**config.mk**
```make
export PLATFORM = sky130hd
export DESIGN_NAME = sap_1_controller_sequencer
export DESIGN_NICKNAME = d
export VERILOG_FILES = /design/src/rtl/sap_1_pkg.sv /design/src/rtl/sap_1_ring_counter.sv /design/src/rtl/sap_1_controller_sequencer.sv
export SDC_FILE = /design/constraint.sdc
export NUM_CORES = 1
export LEC_CHECK = 0
export ABC_AREA = 1
export CAP_MARGIN = 20
export CORE_UTILIZATION = 50
export DETAILED_ROUTE_END_ITERATION = 16
export DONT_BUFFER_PORTS = 1
export GPL_TIMING_DRIVEN = 0
export HOLD_SLACK_MARGIN = 0.12
export PLACE_DENSITY = 0.75
export SYNTH_ARGS = -nofsm -noshare
export SYNTH_HDL_FRONTEND = slang
export SYNTH_SLANG_ARGS = --single-unit
```
**constraint.sdc**
```tcl
create_clock -name ClkN -period 1.8 [get_ports ClkN]
set_input_delay 0.18 -clock ClkN [delete_from_list [all_inputs] [get_ports ClkN]]
set_output_delay 0.18 -clock ClkN [all_outputs]
set_load 0.02 [all_outputs]
```
**src/rtl/sap_1_pkg.sv**
```systemverilog
// rtl/sap_1_pkg.sv - SAP-1 opcodes, control-word bit indices, named control words and T-states.
package sap_1_pkg;

    localparam logic [3:0] OP_LDA = 4'h0;
    localparam logic [3:0] OP_ADD = 4'h1;
    localparam logic [3:0] OP_SUB = 4'h2;
    localparam logic [3:0] OP_OUT = 4'hE;
    localparam logic [3:0] OP_HLT = 4'hF;

    // CON = {Cp, Ep, LmN, CEN, LiN, EiN, LaN, Ea, Su, Eu, LbN, LoN}
    localparam int CON_CP  = 11;
    localparam int CON_EP  = 10;
    localparam int CON_LMN = 9;
    localparam int CON_CEN = 8;
    localparam int CON_LIN = 7;
    localparam int CON_EIN = 6;
    localparam int CON_LAN = 5;
    localparam int CON_EA  = 4;
    localparam int CON_SU  = 3;
    localparam int CON_EU  = 2;
    localparam int CON_LBN = 1;
    localparam int CON_LON = 0;

    localparam logic [11:0] CW_IDLE     = 12'h3E3;
    localparam logic [11:0] CW_FETCH_T1 = 12'h5E3;
    localparam logic [11:0] CW_FETCH_T2 = 12'hBE3;
    localparam logic [11:0] CW_FETCH_T3 = 12'h263;
    localparam logic [11:0] CW_MEM_T4   = 12'h1A3;
    localparam logic [11:0] CW_LDA_T5   = 12'h2C3;
    localparam logic [11:0] CW_ADD_T5   = 12'h2E1;
    localparam logic [11:0] CW_ADD_T6   = 12'h3C7;
    localparam logic [11:0] CW_SUB_T6   = 12'h3CF;
    localparam logic [11:0] CW_OUT_T4   = 12'h3F2;

    typedef enum logic [5:0] {
        T1 = 6'b000001,
        T2 = 6'b000010,
        T3 = 6'b000100,
        T4 = 6'b001000,
        T5 = 6'b010000,
        T6 = 6'b100000
    } t_state_e;

endpackage

```
**src/rtl/sap_1_ring_counter.sv**
```systemverilog
// rtl/sap_1_ring_counter.sv - 6-state one-hot ring counter, falling-edge clocked, async clear, hold for halt.
module sap_1_ring_counter
    import sap_1_pkg::*;
(
    input  logic       i_clk_n,
    input  logic       i_clr,
    input  logic       i_hold,
    output logic [5:0] o_t
);

    logic [5:0] r_t;
    logic [5:0] w_next;

    always_ff @(negedge i_clk_n or posedge i_clr) begin
        if (i_clr) begin
            r_t <= T1;
        end else begin
            r_t <= w_next;
        end
    end

    // Any corrupted (non-one-hot) value recovers to T1 on the next edge.
    always_comb begin
        w_next = T1;
        if (i_hold) begin
            w_next = r_t;
        end else begin
            case (r_t)
                T1:      w_next = T2;
                T2:      w_next = T3;
                T3:      w_next = T4;
                T4:      w_next = T5;
                T5:      w_next = T6;
                T6:      w_next = T1;
                default: w_next = T1;
            endcase
        end
    end

    assign o_t = r_t;

endmodule

```
**src/rtl/sap_1_controller_sequencer.sv**
```systemverilog
// rtl/sap_1_controller_sequencer.sv - SAP-1 controller-sequencer: ring counter plus (T, opcode) control-word decode.
module sap_1_controller_sequencer
    import sap_1_pkg::*;
(
    input  logic        ClkN,
    input  logic        Clr,
    input  logic [3:0]  Opcode,
    output logic [11:0] CON,
    output logic        Hlt,
    output logic [5:0]  T
);

    logic        r_hlt;
    logic        w_hlt_req;
    logic        w_hold;
    logic [5:0]  w_t;
    logic [11:0] w_con;

    assign w_hlt_req = (w_t == T4) && (Opcode == OP_HLT);
    assign w_hold    = r_hlt | w_hlt_req;

    sap_1_ring_counter u_ring (
        .i_clk_n (ClkN),
        .i_clr   (Clr),
        .i_hold  (w_hold),
        .o_t     (w_t)
    );

    always_ff @(negedge ClkN or posedge Clr) begin
        if (Clr) begin
            r_hlt <= 1'b0;
        end else if (w_hlt_req) begin
            r_hlt <= 1'b1;
        end
    end

    // Clr and Hlt gate the decode so Cp can never pulse outside a live T2.
    always_comb begin
        w_con = CW_IDLE;
        if (!(Clr || r_hlt)) begin
            case (w_t)
                T1: w_con = CW_FETCH_T1;
                T2: w_con = CW_FETCH_T2;
                T3: w_con = CW_FETCH_T3;
                T4: begin
                    case (Opcode)
                        OP_LDA, OP_ADD, OP_SUB: w_con = CW_MEM_T4;
                        OP_OUT:                 w_con = CW_OUT_T4;
                        default:                w_con = CW_IDLE;
                    endcase
                end
                T5: begin
                    case (Opcode)
                        OP_LDA:         w_con = CW_LDA_T5;
                        OP_ADD, OP_SUB: w_con = CW_ADD_T5;
                        default:        w_con = CW_IDLE;
                    endcase
                end
                T6: begin
                    case (Opcode)
                        OP_ADD:  w_con = CW_ADD_T6;
                        OP_SUB:  w_con = CW_SUB_T6;
                        default: w_con = CW_IDLE;
                    endcase
                end
                default: w_con = CW_IDLE;
            endcase
        end
    end

    assign CON = w_con;
    assign Hlt = r_hlt;
    assign T   = w_t;

endmodule
```
==> results of run 1 <==
## placed cells by master (no fill, tap or decap), types with 2 or more instances in the layout
master / n
nand2_1: 16
nor2_4: 13
inv_1: 10
inv_2: 9
nor2_1: 9
nand2_4: 8
nand2_2: 8
dfrtn_1: 6
nand3_2: 5
nand3_1: 5
buf_4: 4
o21ai_4: 3
nor2_2: 3
o21ai_2: 3
clkbuf_4: 3
nor3_1: 2
## power by group through the flow
stage | Clock (mW) | Combinational (mW) | Sequential [mW]
floorplan | 0.00695 | 0.0109 | 0.161
global placement | 0.00695 | 0.0128 | 0.161
detailed placement | 0.00695 | 0.0131 | 0.161
CTS | 0.144 | 0.0136 | 0.159
global route | 0.153 | 0.0157 | 0.158
finish | 0.137 | 0.0137 | 0.159
## cell type report
class	count	share of cell area
Multi-Input combinational cell	81	0.647
Sequential cell	7	0.185
Inverter	18	0.0734
Timing Repair Buffer	4	0.0315
Clock buffer	3	0.0236
Tap cell	15	0.0197
Buffer	1	0.0118
Clock inverter	2	0.00786
## worst max-delay path by stage
stage,startpoint,to,slack [ps],depth (start not counted)
CTS,u_ring.o_t[3]$_DFFE_NP0N_,CON[5],-920,7
global route,u_ring.o_t[2]$_DFFE_NP0N_,CON[5],-1020,8
floorplan,u_ring.o_t[0]$_DFFE_NP1N_,CON[9],-510,7
global placement,u_ring.o_t[4]$_DFFE_NP0N_,CON[9],-600,7
finish,u_ring.o_t[5]$_DFFE_NP0N_,CON[0],-940,7
detailed placement,u_ring.o_t[2]$_DFFE_NP0N_,CON[9],-630,6
## layer usage
layer,GRT usage,vias to the layer above
li1,-,346
met1,0.280,320
met2,0.458,20
met3,0.0625,0
met4,0.112,0
met5,0,-
## synthesized netlist by cell type, drive strengths merged
library cell and n:
dfrtn 6, nand3 11, inv 19, nor2 26, buf 1, and3 1
o21ai 8, nand2 32, dfstp 1, nor3 2, a21oi 1
## cell families (layout without fill, tap and decap cells)
group,Yosys count,in the layout
and+or+nand+nor,72,72
AOI/OAI and AO/OA,9,9
buffers and inverters,20,28
DFF,7,7
## worst max-delay path, cell delays in order (launching register included)
cell     delay, ps
dfrtn_1        610
inv_2          120
nand2_4        130
nor2_8          70
nand2_2        120
nand2_1         70
nor2_1         190
nand2_4        100
## stage by stage
step | hold slack, ps | TNS (ps) | power, mW
after global placement | 536 | -6470 | 0.181
after detailed placement | 539 | -6860 | 0.181
after CTS | 521 | -11040 | 0.316
final | 524 | -11150 | 0.310
after global routing | 534 | -12450 | 0.327
after floorplan | 519 | -5460 | 0.179
## repair_timing
item                       in CTS  in global routing
resized for setup              21                  6
setup endpoints to repair      19                 19
pin swaps                      12                  8
setup buffers                   3                  1
hold buffers                    0                  0
## sequential cells by signal, summed over array words and instances, names as in the netlist
register    flops
u_ring.o_t      6
Hlt             1
==> run_results.csv, run 1 <==
group,metric,value,unit
critical_path,reg2regPathDepth,7,
critical_path,reg2reg_to,"u_ring.o_t[2]$_DFFE_NP0N_",
global_routing,grt_overflow,0,
detailed_routing,via_per_inst,5.24,
run,max_cap_viol_count,0,
place,portBuffers,0,
synth,seq_area_frac_synth,0.253,
sta,rsz0062_at_grt,"yes",
final_layout,fin_util,0.734,
sta,hold_violations,0,
synth,avgSynthCellArea,6.45,µm²
critical_path,required,1620,ps
power_and_ir_drop,ir_drop,0.275,mV
sta,timing.final.ws_setup,-935,ps
synth,synth_top_area_share,0.215,
power_and_ir_drop,p_sw_frac,0.214,
final_layout,num_antenna_cells,0,
synth,synth-seq-cells,7,
synth,synth_top_family_by_area,"simple AND/OR/NAND/NOR gates",
final_layout,multi_input_area,618,µm²
detailed_routing,top_layer_used,"met3",
final_layout,drive_above_1_share,0.552,
critical_path,crit_path_max_fanout,6,
synth,synth-compound-area-share,0.0969,
clock_network,numCtsBuffers,3,
detailed_routing,wl_per_cell,12.4,µm
detailed_routing,ant_nets,0,
place,finalWeightedCongestion,0.745,
sta,finalSetupViolCount,19,
worst_hold_path,holdCritPathClass,"input pin to async pin",
run_status,violations,"negative setup slack",
power_and_ir_drop,p_int,0.243,mW
detailed_routing,drt_iter0_markers,10,
sta,slew_headroom,0.765,
place,dp_cells,123,
synth,synth_adder_area_share,0,
detailed_routing,vias,686,
power_and_ir_drop,power_frac_seq,0.512,
final_layout,fillers,108,
sta,drv_slew,0,
clock_network,clock_latency,300,ps
synth,ys_warn_count,0,
die,io_pins,25,
critical_path,cp-start-kind,"flip-flop",
critical_path,cp-end-kind,"output pin",
die,fp.dieH,39.3,µm
synth,synth_fp_nets,114,
final_layout,syn_to_final_growth,37.0,%
detailed_routing,drc,0,
critical_path,cp.arrival,2560,ps
power_and_ir_drop,power.density,324,mW/mm²
synth,synth_area_leader_cell,"dfrtn_1",
critical_path,crit_type,"flip-flop to output pin",
die,core-area,0.00130,mm²
clock_network,cts_tree,"built",
sta,fin_worst_skew,46.0,ps
final_layout,finalNonFillerCells,131,
run_status,status,"complete, but fails checks",
global_routing,grt_pass1_vias,638,
synth,synth_area,697,µm²
critical_path,r2r_slack,260,ps
clock_network,cts_max_path_buffers,2,
clock_network,cts_htree_levels,1,
place,dp_worst_setup_slack,-630,ps
critical_path,r2r_start,"u_ring.o_t[3]$_DFFE_NP0N_",
clock_network,cts_sinks,7,
detailed_routing,wl_met3,87,µm
detailed_routing,met2_length,904,µm
sta,worst_slew_pin_slew,353,ps
global_routing,grt_pass1_wl,2620,µm
final_layout,finalInstanceArea,955,µm²
place,place_area,781,µm²
die,fp.dieW,39.3,µm
synth,synthMuxAreaShare,0,
detailed_routing,first_pass_iters,4,
global_routing,grt_max_degree,11,
synth,synth-simple-area-share,0.531,
power_and_ir_drop,p_sw,0.0664,mW
detailed_routing,wl_met1,626,µm
power_and_ir_drop,power_leakage,0.413,nW
synth,synthCells,108,
global_routing,grt.total_usage,0.255,
power_and_ir_drop,clkPwrFrac,0.443,
synth,ys_top_cells_by_area,"dfrtn_1 (22%), nand2_1 (15%), nor2_1 (11%), o21ai_2 (7.5%), inv_1 (5.9%)",
power_and_ir_drop,p_comb_frac,0.044,
final_layout,regArea,176,µm²
clock_network,root_buffer,"clkbuf_4",
die,dieArea,0.00155,mm²
synth,synthDistinctLibCells,20,
clock_network,cts.clk_slew.worst_paths,40,ps
synth,synth_xor_area_frac,0,
die,rows,13,
global_routing,antenna_found_initial,0,
final_layout,finalNetCount,123,
place,hpwl,1190,µm
die,start_util,0.536,
detailed_routing,wl,1620,µm
(Power assumes the default switching activity.)
==> run 2, diff against run 1 <==
HOLD_SLACK_MARGIN = default   (was 0.12)
==> results of run 2 <==
Final layout, timing and power as in run 1 (identical DEF).
==> run 3, diff against run 2 <==
ABC_CLOCK_PERIOD_IN_PS = 1800   (was default)
==> results of run 3 <==
Final layout, timing and power as in run 1 (identical DEF).
